File: src/rtl/mbist_pkg.sv
// Shared definitions for the MBIST response analyzer: FSM state encoding
// and default datapath widths.
package mbist_pkg;

  typedef enum logic [1:0] {
    ST_IDLE  = 2'd0,
    ST_RUN   = 2'd1,
    ST_DRAIN = 2'd2,
    ST_DONE  = 2'd3
  } state_e;

  localparam int DEFAULT_DATA_WIDTH = 8;
  localparam int DEFAULT_ADDR_WIDTH = 6;

endpackage

File: src/rtl/mbist_cmp_stage.sv
// Stage-1 compare register: captures the XOR syndrome, its address and a
// mismatch flag for one compare; flush drops the pending entry.
module mbist_cmp_stage
  import mbist_pkg::*;
#(
  parameter int DATA_WIDTH = DEFAULT_DATA_WIDTH,
  parameter int ADDR_WIDTH = DEFAULT_ADDR_WIDTH
) (
  input  logic                  clk,
  input  logic                  rst,
  input  logic                  flush,
  input  logic                  capture,
  input  logic [DATA_WIDTH-1:0] rd_data,
  input  logic [DATA_WIDTH-1:0] exp_data,
  input  logic [ADDR_WIDTH-1:0] rd_addr,
  output logic                  valid,
  output logic [DATA_WIDTH-1:0] syn,
  output logic [ADDR_WIDTH-1:0] addr,
  output logic                  mismatch
);

  logic                  valid_q, valid_d;
  logic [DATA_WIDTH-1:0] syn_q, syn_d;
  logic [ADDR_WIDTH-1:0] addr_q, addr_d;
  logic                  mismatch_q, mismatch_d;

  always_comb begin
    // NOTE: every always_comb output gets a default first so no path can
    // leave it unassigned and infer a latch.
    valid_d    = valid_q;
    syn_d      = syn_q;
    addr_d     = addr_q;
    mismatch_d = mismatch_q;
    if (flush) begin
      valid_d = 1'b0;
    end else if (capture) begin
      valid_d    = 1'b1;
      syn_d      = rd_data ^ exp_data;
      addr_d     = rd_addr;
      mismatch_d = |(rd_data ^ exp_data);
    end else begin
      valid_d = 1'b0;
    end
  end

  // NOTE: sequential state uses non-blocking assignments so every flop
  // samples the pre-edge values regardless of statement order.
  always_ff @(posedge clk or posedge rst) begin
    if (rst) begin
      valid_q    <= 1'b0;
      syn_q      <= '0;
      addr_q     <= '0;
      mismatch_q <= 1'b0;
    end else begin
      valid_q    <= valid_d;
      syn_q      <= syn_d;
      addr_q     <= addr_d;
      mismatch_q <= mismatch_d;
    end
  end

  assign valid    = valid_q;
  assign syn      = syn_q;
  assign addr     = addr_q;
  assign mismatch = mismatch_q;

endmodule

File: src/rtl/mbist_response_analyzer.sv
// MBIST read-back analyzer: session FSM, two-stage compare pipeline, fail
// status, saturating fail count and first-fail diagnostics.
// Optional fail-address log enabled by defining MBIST_FAIL_LOG_EN.
module mbist_response_analyzer
  import mbist_pkg::*;
#(
  parameter int DATA_WIDTH = DEFAULT_DATA_WIDTH,
  parameter int ADDR_WIDTH = DEFAULT_ADDR_WIDTH,
  parameter int CNT_WIDTH  = 8,
  parameter int LOG_DEPTH  = 4
) (
  input  logic                         clk,
  input  logic                         rst,
  input  logic                         NbarT,
  input  logic                         start,
  input  logic                         cmp_valid,
  input  logic                         cmp_last,
  input  logic [DATA_WIDTH-1:0]        rd_data,
  input  logic [DATA_WIDTH-1:0]        exp_data,
  input  logic [ADDR_WIDTH-1:0]        rd_addr,
`ifdef MBIST_FAIL_LOG_EN
  input  logic [$clog2(LOG_DEPTH)-1:0] log_idx,
  output logic [ADDR_WIDTH-1:0]        log_addr,
  output logic [$clog2(LOG_DEPTH):0]   log_count,
`endif
  output logic                         busy,
  output logic                         done,
  output logic                         fail,
  output logic [CNT_WIDTH-1:0]         fail_count,
  output logic [ADDR_WIDTH-1:0]        first_fail_addr,
  output logic [DATA_WIDTH-1:0]        first_fail_syn
);

  if (LOG_DEPTH < 2) begin : g_bad_log_depth
    $error("LOG_DEPTH must be at least 2");
  end

  state_e                state_q, state_d;
  logic                  fail_q, fail_d;
  logic [CNT_WIDTH-1:0]  fail_count_q, fail_count_d;
  logic [ADDR_WIDTH-1:0] first_fail_addr_q, first_fail_addr_d;
  logic [DATA_WIDTH-1:0] first_fail_syn_q, first_fail_syn_d;

  logic                  session_start;
  logic                  flush;
  logic                  capture;
  logic                  s1_valid;
  logic [DATA_WIDTH-1:0] s1_syn;
  logic [ADDR_WIDTH-1:0] s1_addr;
  logic                  s1_mismatch;
  logic                  hit;

  // start or leaving test mode both discard the in-flight compare.
  assign session_start = NbarT & start;
  assign flush         = ~NbarT | start;
  assign capture       = NbarT & ~start & (state_q == ST_RUN) & cmp_valid;
  assign hit           = s1_valid & s1_mismatch & NbarT & ~start;

  mbist_cmp_stage #(
    .DATA_WIDTH(DATA_WIDTH),
    .ADDR_WIDTH(ADDR_WIDTH)
  ) u_cmp_stage (
    .clk      (clk),
    .rst      (rst),
    .flush    (flush),
    .capture  (capture),
    .rd_data  (rd_data),
    .exp_data (exp_data),
    .rd_addr  (rd_addr),
    .valid    (s1_valid),
    .syn      (s1_syn),
    .addr     (s1_addr),
    .mismatch (s1_mismatch)
  );

  always_comb begin
    state_d = state_q;
    if (!NbarT) begin
      state_d = ST_IDLE;
    end else if (start) begin
      state_d = ST_RUN;
    end else begin
      case (state_q)
        ST_RUN:   if (cmp_valid && cmp_last) state_d = ST_DRAIN;
        ST_DRAIN: state_d = ST_DONE;
        default:  state_d = state_q;
      endcase
    end
  end

  always_comb begin
    fail_d            = fail_q;
    fail_count_d      = fail_count_q;
    first_fail_addr_d = first_fail_addr_q;
    first_fail_syn_d  = first_fail_syn_q;
    if (session_start) begin
      fail_d            = 1'b0;
      fail_count_d      = '0;
      first_fail_addr_d = '0;
      first_fail_syn_d  = '0;
    end else if (hit) begin
      fail_d = 1'b1;
      if (!(&fail_count_q)) fail_count_d = fail_count_q + CNT_WIDTH'(1);
      if (!fail_q) begin
        first_fail_addr_d = s1_addr;
        first_fail_syn_d  = s1_syn;
      end
    end
  end

  always_ff @(posedge clk or posedge rst) begin
    if (rst) begin
      state_q           <= ST_IDLE;
      fail_q            <= 1'b0;
      fail_count_q      <= '0;
      first_fail_addr_q <= '0;
      first_fail_syn_q  <= '0;
    end else begin
      state_q           <= state_d;
      fail_q            <= fail_d;
      fail_count_q      <= fail_count_d;
      first_fail_addr_q <= first_fail_addr_d;
      first_fail_syn_q  <= first_fail_syn_d;
    end
  end

  assign busy            = (state_q == ST_RUN) || (state_q == ST_DRAIN);
  assign done            = (state_q == ST_DONE);
  assign fail            = fail_q;
  assign fail_count      = fail_count_q;
  assign first_fail_addr = first_fail_addr_q;
  assign first_fail_syn  = first_fail_syn_q;

`ifdef MBIST_FAIL_LOG_EN
  localparam int LOG_IDX_W = $clog2(LOG_DEPTH);
  localparam int LOG_CNT_W = LOG_IDX_W + 1;

  logic [LOG_CNT_W-1:0]  log_count_q, log_count_d;
  logic                  log_we;
  logic [ADDR_WIDTH-1:0] log_mem [LOG_DEPTH];

  assign log_we = hit && (log_count_q < LOG_CNT_W'(LOG_DEPTH));

  always_comb begin
    log_count_d = log_count_q;
    if (session_start)  log_count_d = '0;
    else if (log_we)    log_count_d = log_count_q + LOG_CNT_W'(1);
  end

  always_ff @(posedge clk or posedge rst) begin
    if (rst) log_count_q <= '0;
    else     log_count_q <= log_count_d;
  end

  // NOTE: the log storage has no reset; log_count alone marks which
  // entries are valid, and stale entries are masked on read.
  always_ff @(posedge clk) begin
    if (log_we) log_mem[log_count_q[LOG_IDX_W-1:0]] <= s1_addr;
  end

  assign log_addr  = ({1'b0, log_idx} < log_count_q) ? log_mem[log_idx] : '0;
  assign log_count = log_count_q;
`endif

endmodule

File: config.mk
export PLATFORM = sky130hd
export DESIGN_NAME = mbist_response_analyzer
export DESIGN_NICKNAME = d
export VERILOG_FILES = /design/src/rtl/mbist_pkg.sv /design/src/rtl/mbist_cmp_stage.sv /design/src/rtl/mbist_response_analyzer.sv
export SDC_FILE = /design/constraint.sdc
export NUM_CORES = 1
export LEC_CHECK = 0
export ABC_CLOCK_PERIOD_IN_PS = 2100
export BUFFER_PORTS_ARGS = -buffer_cell sky130_fd_sc_hd__buf_2
export CAP_MARGIN = 0
export CELL_PAD_IN_SITES_DETAIL_PLACEMENT = 0
export CELL_PAD_IN_SITES_GLOBAL_PLACEMENT = 1
export CORE_MARGIN = 5
export CORE_UTILIZATION = 39
export CTS_CLUSTER_DIAMETER = 100
export CTS_CLUSTER_SIZE = 25
export DETAILED_ROUTE_END_ITERATION = 7
export HOLD_SLACK_MARGIN = 0.12
export MAX_ROUTING_LAYER = met4
export PLACE_DENSITY_LB_ADDON = 0.1
export SYNTH_ARGS = -nofsm -noshare
export SYNTH_HDL_FRONTEND = slang
export SYNTH_SLANG_ARGS = --single-unit
File: constraint.sdc
create_clock -name clk -period 2.1 [get_ports clk]
set_clock_uncertainty 0.15 [all_clocks]
set_input_delay 0 -clock clk [delete_from_list [all_inputs] [get_ports clk]]
set_output_delay 0 -clock clk [all_outputs]
set_load 0.1 [all_outputs]
==> results of run 1 <==
==> timing repair <==
item | 4_1_cts | 5_1_grt
resized for setup | 0 | 0
hold buffers | 28 | 0
hold endpoints to repair | 44 | 0
==> cells in the final DEF, fill, tap and decap left out, types with 2 or more instances in the layout <==
master / synthesis / layout
dlygate4sd3_1: 0 / 28
dfrtp_1: 41 / 32
inv_1: 7 / 6
nand3_1: 5 / 5
nor2_1: 5 / 5
o31ai_1: 3 / 3
nand2_1: 49 / 49
o21ai_0: 26 / 26
nand4_1: 2 / 2
clkbuf_8: 0 / 5
dfrtp_2: 0 / 9
xnor2_1: 8 / 8
a21oi_1: 4 / 4
mux2_2: 6 / 6
ha_1: 4 / 4
buf_4: 0 / 6
a211o_1: 2 / 2
buf_2: 3 / 52
==> cell families after synthesis <==
family          synth area share
buf+inv                   0.0417
mux                       0.0411
compound gates             0.142
xor+xnor                  0.0371
simple gates               0.168
flops                      0.543
fa+ha+maj                 0.0265
==> registers in the layout, summed over array words and instances, names as in the netlist <==
| name | count |
|---|---|
| u_cmp_stage.addr | 6 |
| first_fail_syn | 8 |
| u_cmp_stage.syn | 8 |
| first_fail_addr | 6 |
| u_cmp_stage.mismatch | 1 |
| state_q | 2 |
| fail | 1 |
| u_cmp_stage.valid | 1 |
| fail_count | 8 |
==> worst max-delay path by stage <==
stage	cells after the start	to	slack, ns
2_1_floorplan	6	fail_count[4]	-0.05
3_3_place_gp	5	fail_count[4]	0.17
3_5_place_dp	5	fail_count[4]	0.15
4_1_cts	5	fail_count[4]	0.12
5_1_grt	5	fail_count[4]	0.03
6_report	5	fail_count[4]	0.12
==> where the power goes <==
group          internal, mW  leakage [nW]  switching [mW]
registers             0.935         0.520          0.0788
clock network         0.353        0.0552           0.269
logic                 0.204         0.705           0.655
==> cell type report <==
cell class                      instances  area [um2]
Clock buffer                            6        72.6
Tap cell                               67        83.8
Multi-Input combinational cell        134         787
Clock inverter                          2        35.0
Timing Repair Buffer                   86         586
Fill cell                             455        2100
Inverter                                7        26.3
Sequential cell                        41        1040
==> through the flow <==
step                setup TNS (ns)  area [um2]  std cells  power [mW]
finish                           0        2630        343        2.49
CTS                              0        2630        343        2.52
global route                     0        2630        343        2.62
detailed placement               0        2240        307        1.85
global placement                 0        2240        307        1.84
floorplan                  -0.0547        1900        191        1.68
==> critical path, stage by stage, from the launching register on <==
cell	delay, ns
dfrtp_2	0.44
ha_1	0.25
and4_1	0.21
a211o_1	0.40
or3_1	0.40
o211ai_2	0.06
==> layer usage <==
layer | vias up | wire, um | track usage
li1 | 824 | - | -
met3 | 5 | 220 | 0.0406
met4 | 0 | 37 | 0.0309
met5 | - | 0 | -
met1 | 725 | 2100 | 0.202
met2 | 38 | 1890 | 0.231
==> metrics.txt, run 1 <==
syn_area_per_cell 9.89 um2; FF-to-FF End fail_count[4]; Detailed Routing Iterations Pass 1 4; Area Growth Syn to Fin 39.2%; Least-Margin Pin Slew 0.919 ns; CTS Root Cell clkbuf_8; Main synth FF type dfrtp_1; top post-synthesis cells by area dfrtp_1 54%, nand2_1 9.7%, o21ai_0 6.9%, xnor2_1 3.7%, mux2_2 3.6%; slack of the worst reg-to-reg path 0.12 ns; Vert. Die Dim 79.6 um; Post-synth EDFFs 0; die width 79.6 um; DRC 0; Synth Register Bits 41; first-pass GRT wire length 7370 um; Synthesized Nets 223; wire per inst 12.4 um; Slew Viols, Final 0; Clock Latency Late Sink 0.29 ns; Worst Setup SP fail_count[0]; worst path arrival time 2.04 ns; largest net degree at the start of global routing 29; Ports 53; Setup-failing EPs final 0; Rows 25; top cell type's share of synthesized area 0.543; Max Cap Viol 0; Commonest cells post-synth 49 x nand2_1, 41 x dfrtp_1, 26 x o21ai_0; DP Worst Slack 0.147 ns; Max Buffers Root-to-Sink 2; Worst Path Required 2.16 ns; most frequent cell after synthesis nand2_1; number of nets still failing antenna checks after routing 0; ys async rst share 1.00; fraction of layout cells with a size suffix above 1 0.308; clock sinks 41; Initial Util 0.400; Total GRT Usage 0.151; vias in the first global route 1594; Placeable Area 4720 um2; Synth area leader dfrtp_1; Leak 1.28 nW; sequential fraction of the synthesis area 0.543; RSZ-0062 raised after global routing false; outcome complete, no violations; worst min path class in2async; Tmin final 1.98 ns; final wirelength 4250 um; # diodes 0; Final Hold Fails 0; power per standard cell area 949 nW/um2; crit path capture type flip-flop; Detailed Place HPWL 2960 um; 1st-iter DRT viols 46; final worst setup slack 0.122 ns; CTS clock-pin slew for the worst setup and hold paths 0.08 ns; Die ar. 6330 um2; fin nets 307; number of I/O port buffers 52; Via density 4.64; synthesized instance count 191; Setup Fix Bufs, Post-CTS 0; vias 1592; Syn. warnings 0; crit-path max FO 9; TritonCTS clock tree built; Worst setup SP type flip-flop; CTS H-tree lvls 2; Worst R2R Start fail_count[0]; Worst slew margin 0.384; Placer Congestion 0.764; Synth cell types 36; Peak Freq 506 MHz; antenna violations before repair 0; global route total overflow 0; fin crit share 0.942; IR drop worst, VDD 0.669 mV; area of the mapped netlist 1890 um2; CP Class reg2reg; Num CTS Buffers 5; final core occ 0.556; R2R depth 5; worst hold slack 0.193 ns
Power figures use the tool's default switching activity.
==> inputs of run 2 (changes only) <==
Settings changed: SYNTH_HIERARCHICAL set to 1.
==> run 2 against run 1 <==
Net effect: first-iteration DRC count is 24% higher; via count is 6.0% higher; fmax is 2.6% lower; worst setup slack worse by 0.053 ns; critical path depth is 2 higher; routed wire length is 9.4% higher; clock power is 7.2% higher; cell count is 3.8% higher; synthesized area is 2.8% higher; critical endpoint is now state_q[1].
==> metrics.txt, run 2 <==
Area Growth Syn to Fin 39.4%; Setup-failing EPs final 0 (unchanged); most frequent cell after synthesis nand2_1; Max Buffers Root-to-Sink 2 (unchanged); fin crit share 0.967 (+0.0253); CP peak stage delay 0.57 ns (+0.13 ns); synthesized instance count 203 (+6.3%); CP Class in2reg; fin nets 320 (+4.2%); Multi-input gate area 841 um2 (+6.8%); die width 80.5 um (+1.2%); Synthesized Nets 235 (+5.4%); Initial Util 0.405 (+0.00576); placed cells 318 (+3.6%); vias 1687 (+6.0%); Finished Layout Cells 356 (+3.8%); Vert. Die Dim 80.5 um (+1.2%); Post-synth EDFFs 0 (unchanged); worst min path class in2async; Final Hold Fails 0 (unchanged); Clock Latency Late Sink 0.29 ns (about the same); Synth area leader dfrtp_1; crit-path max FO 8 (-1); Detailed Routing Iterations Pass 1 5 (+1); wire per inst 13.1 um (+5.4%); Tmin final 2.03 ns (+0.0532 ns); Leak 1.35 nW (+5.6%); sequential fraction of the synthesis area 0.529 (-0.0147); Slew Viols, Final 0 (unchanged); global route total overflow 0 (unchanged); crit path capture type flip-flop; Die ar. 6490 um2 (+2.4%); top post-synthesis cells by area dfrtp_1 53%, nand2_1 12%, o21ai_0 6.2%, xnor2_1 3.2%, ha_1 2.6%; area of the mapped netlist 1940 um2 (+2.8%); sequential cell area 1030 um2 (-0.84%); most frequent cells in the layout 60 x nand2_1, 51 x buf_2, 39 x dfrtp_1, 30 x dlygate4sd3_1, 24 x o21ai_0; number of nets still failing antenna checks after routing 0 (unchanged); Placeable Area 4790 um2 (+1.3%); vias in the first global route 1682 (+5.5%); Commonest cells post-synth 60 x nand2_1, 41 x dfrtp_1, 24 x o21ai_0; CTS Root Cell clkbuf_8; 1st-iter DRT viols 57 (+24%); # diodes 0 (unchanged); IR drop worst, VDD 0.379 mV (-43%); FILL cells 455 (unchanged); CTS H-tree lvls 2 (unchanged); antenna violations before repair 0 (unchanged); top cell type's share of synthesized area 0.529 (-0.0147); Total Power 2.28 mW (-8.7%); Via density 4.74 (+2.1%); worst path arrival time 2.11 ns (+0.07 ns); RSZ-0062 raised after global routing false; Main synth FF type dfrtp_1; total negative setup slack 0 ns (unchanged); Syn. warnings 6 (+6); Worst setup SP type primary input; critical-path cell list dlygate4sd3_1 -> clkbuf_4 -> inv_6 -> nand2_4 -> dlygate4sd3_1 -> nor2_1 -> dlygate4sd3_1; CTS clock-pin slew for the worst setup and hold paths 0.08 ns (about the same); clock sinks 41 (unchanged); Total GRT Usage 0.161 (+0.0103); crit-path leading delay family buffers and inverters; outcome complete, no violations; Worst slew margin 0.607 (+0.223); Synth Register Bits 41 (unchanged); Num CTS Buffers 5 (unchanged); TritonCTS clock tree built; commonest non-fill, non-tap cell in the layout nand2_1; Placer Congestion 0.748 (-2.2%); Peak Freq 492 MHz (-2.6%); ys async rst share 1.00 (unchanged); Setup Fix Bufs, Post-CTS 0 (unchanged); DRC 0 (unchanged); Max Cap Viol 0 (unchanged); fraction of layout cells with a size suffix above 1 0.266 (-0.0415); Ports 53 (unchanged); syn_area_per_cell 9.56 um2 (-3.3%); final wirelength 4650 um (+9.4%); first-pass GRT wire length 7930 um (+7.6%); Least-Margin Pin Slew 0.590 ns (-0.329 ns); crit path buf inv count 5 (+5); Worst Path Required 2.18 ns (+0.02 ns); number of I/O port buffers 52 (unchanged); power per standard cell area 842 nW/um2 (-11%); largest net degree at the start of global routing 29 (unchanged); Detailed Place HPWL 3280 um (+11%); Rows 25 (unchanged); CP most frequent cell dlygate4sd3_1; Synth cell types 41 (+14%); slowest CP cell dlygate4sd3_1
[run 2: changes by cell type after synthesis, moves of 3 or more]
cell | before | now
a21oi_1 | 4 | 7
mux2_2 | 6 | 0
inv_1 | 7 | 10
nand3_1 | 5 | 1
o31ai_1 | 3 | 0
nand2_1 | 49 | 60
[run 2: layout make-up]
type	instances	area share
flip-flops and latches	41	0.380
inverters	11	0.0171
well taps	67	0.0310
repair buffers	85	0.216
clock inverters	2	0.0139
clock buffers	6	0.0305
multi-input cells	144	0.311
[run 2: cells by family (layout without fill, tap and decap cells)]
| family | Yosys count | after routing | synth area share |
|---|---|---|---|
| simple gates | 83 | 83 | 0.199 |
| fa+ha+maj | 4 | 4 | 0.0258 |
| xor+xnor | 8 | 8 | 0.0400 |
| compound gates | 48 | 48 | 0.164 |
| mux | 1 | 1 | 0.00516 |
| flops | 41 | 41 | 0.529 |
| buf+inv | 18 | 104 | 0.0380 |
[run 2: final timing paths]
check | depth (start not counted) | from | slack (ns) | endpoint
min | 3 | rst | 0.16 | u_cmp_stage/mismatch
max reg2reg | 6 | state_q[0] | 0.24 | state_q[1]
min in group clk | 4 | rd_addr[3] | 0.29 | u_cmp_stage/addr[3]
max in group asynchronous | 5 | rst | 0.70 | first_fail_syn[3]
min reg2reg | 2 | first_fail_syn[2] | 0.33 | first_fail_syn[2]
max | 7 | start | 0.07 | state_q[1]
[run 2: worst min-delay path: stages]
cell	delay, ns
dlygate4sd3_1	0.52
buf_2	0.12
inv_1	0.43
[run 2: metrics by stage]
stage / cell area [um2] / hold slack, ns / utilization / worst slack [ns]
final: 2710 / 0.162 / 0.565 / 0.0688
after global routing: 2710 / 0.228 / 0.565 / 0.00335
after CTS: 2700 / 0.179 / 0.564 / 0.0255
after detailed placement: 2280 / -0.208 / 0.476 / 0.402
after global placement: 2280 / -0.212 / 0.476 / 0.426
after floorplan: 1940 / -0.236 / - / 0.0121
[run 2: metal layers]
metal  track usage  part of all wire  vias up
met5             -                 0        -
met3        0.0258             0.046        8
met1         0.238              0.53      772
met4        0.0608             0.014        0
li1              -                 -      857
met2         0.221              0.41       50
[run 2: power by group]
part	internal (mW)	leakage, nW	total, mW	switching (mW)
clock	0.387	0.0574	0.666	0.280
sequential	0.884	0.550	0.951	0.0670
combinational	0.168	0.745	0.659	0.492
total	1.44	1.35	2.28	0.838
[run 2: what timing repair did]
action	CTS	global route
hold buffers	30	0
resized for setup	0	3
hold endpoints to repair	67	0
setup endpoints to repair	0	1
==> inputs of run 3 (changes only) <==
Settings changed: ABC_CLOCK_PERIOD_IN_PS 2100 to 2440, CORE_UTILIZATION 39 to 40.
Clock period 2.1 ns to 2.44 ns, I/O delays scaled along.
==> run 3 against run 2 <==
Net effect: die area is 2.2% lower; via count is 0.65% lower; combinational power decreased by 15%; highest routed layer unchanged; worst setup slack gained 0.33 ns; non-clock buffer count fell by 2; power shrank 15%; global-route usage increased by 0.064 points; sequential cell count unchanged; largest cell class unchanged; sequential share of layout area rose by 0.31 points; design area down 1.1%; routed wire length shrank 1.7%.
==> metrics.txt, run 3 (same netlist as run 2, synthesis figures left out) <==
Setup-failing EPs final 0 (unchanged); outcome complete, no violations; Ports 53 (unchanged); Max Cap Viol 0 (unchanged); clock sinks 41 (unchanged); Worst setup SP type primary input; Max Buffers Root-to-Sink 2 (unchanged); IR drop worst, VDD 0.376 mV (-0.91%); Placed Area 2260 um2 (-0.77%); Num CTS Buffers 5 (unchanged); Clock Latency Late Sink 0.29 ns (about the same); worst path arrival time 2.13 ns (+0.02 ns); Total GRT Usage 0.162 (+0.000644); power per standard cell area 724 nW/um2 (-14%); CP Class in2reg; Placeable Area 4720 um2 (-1.3%); Via density 4.73 (about the same); Final Hold Fails 0 (unchanged); Placer Congestion 0.847 (+13%); Detailed Routing Iterations Pass 1 4 (-1); crit path capture type flip-flop; die width 79.7 um (-1.1%); Leak 1.35 nW (-0.23%); Peak Freq 489 MHz; largest net degree at the start of global routing 29 (unchanged); commonest non-fill, non-tap cell in the layout nand2_1; Area Growth Syn to Fin 37.9%; Least-Margin Pin Slew 0.642 ns (+0.0519 ns); slowest CP cell dlygate4sd3_1; CTS H-tree lvls 2 (unchanged); crit-path max FO 2 (-6); 1st-iter DRT viols 66 (+16%); fin nets 318 (-0.63%); Multi-input gate area 841 um2 (unchanged); CP most frequent cell dlygate4sd3_1; post-route cell area 2680 um2 (-1.1%); sequential cell area 1030 um2 (-0.24%); number of nets still failing antenna checks after routing 0 (unchanged); vias in the first global route 1606 (-4.5%); wire per inst 12.9 um (-1.1%); Detailed Place HPWL 3120 um (-4.7%); Slew Viols, Final 0 (unchanged); critical-path cell list dlygate4sd3_1 -> buf_2 -> nand2_1 -> dlygate4sd3_1 -> a21oi_1 -> nor2_1 -> nor2_1 -> dlygate4sd3_1; antenna violations before repair 0 (unchanged); FILL cells 440 (-3.3%); total negative setup slack 0 ns (unchanged); final core occ 0.567 (+0.00139); Tmin final 2.04 ns; most frequent cells in the layout 60 x nand2_1, 52 x buf_2, 41 x dfrtp_1, 30 x dlygate4sd3_1, 24 x o21ai_0; CTS Root Cell clkbuf_8; vias 1676 (-0.65%); Die ar. 6340 um2 (-2.2%); RSZ-0062 raised after global routing false; number of I/O port buffers 52 (unchanged); final wirelength 4570 um (-1.7%); post-cts resize count 0 (unchanged); Rows 25 (unchanged); Initial Util 0.411 (+0.00537); DRC 0 (unchanged); Worst Path Required 2.52 ns (+0.34 ns); TritonCTS clock tree built; Vert. Die Dim 79.7 um (-1.1%); CP peak stage delay 0.54 ns (-0.03 ns); Worst slew margin 0.572 (-0.0347); first-pass GRT wire length 7720 um (-2.6%); fraction of layout cells with a size suffix above 1 0.251 (-0.0156); fin crit share 0.838; global route total overflow 0 (unchanged); worst min path class in2async; CTS clock-pin slew for the worst setup and hold paths 0.08 ns (about the same); # diodes 0 (unchanged)
run 3: cell count changes in the layout (fill, tap and decap cells not counted), sizes merged:
cell,delta
buf,-1
clkinvlp,-1
run 3: area by class of cell:
class,instances,area share
sequential,41,0.383
multi-input combinational,144,0.314
timing repair buffer,83,0.212
clock buffer,7,0.0323
tap,67,0.0313
inverter,11,0.0154
clock inverter,1,0.0112
run 3: what timing repair did:
item / in CTS / in global routing
hold buffers: 30 / 0
setup endpoints to repair: 0 / 0
buffers inserted: 0 / 0
hold endpoints to repair: 67 / 0
run 3: report_power, final:
group	internal, mW	switching (mW)	total, mW	leakage, nW
Clock	0.334	0.227	0.561	0.0585
Sequential	0.761	0.0534	0.814	0.553
Combinational	0.140	0.421	0.562	0.738
run 3: critical path: cells and delay by family:
family | cells | cell delay (ns)
AND/OR/NAND/NOR | 3 | 0.19
buffers and inverters | 4 | 1.69
AO/OA/AOI/OAI | 1 | 0.24
run 3: worst paths after layout:
kind | start | to | slack [ns] | cells after the start
hold / removal | rst | u_cmp_stage/addr[3] | 0.21 | 3
hold reg to reg | first_fail_syn[5] | first_fail_syn[5] | 0.33 | 2
setup / recovery | cmp_last | state_q[1] | 0.40 | 8
max in group asynchronous | rst | fail_count[4] | 1.06 | 5
setup reg to reg | state_q[0] | state_q[1] | 0.56 | 6
min in group clk | cmp_valid | u_cmp_stage/addr[5] | 0.21 | 5
run 3: layer usage:
metal | share of wire | GRT usage
met1 | 0.43 | 0.197
met2 | 0.47 | 0.265
met3 | 0.083 | 0.0406
met4 | 0.013 | 0.0515
met5 | 0 | -
run 3: metrics by stage:
step / power [mW] / cells / setup slack [ns] / hold WS [ns]
final: 1.94 / 354 / 0.396 / 0.210
after global routing: 2.04 / 354 / 0.288 / 0.269
after CTS: 1.96 / 354 / 0.418 / 0.210
after detailed placement: 1.35 / 316 / 0.726 / -0.256
after global placement: 1.34 / 316 / 0.763 / -0.259
after floorplan: 1.24 / 203 / 0.202 / -0.236
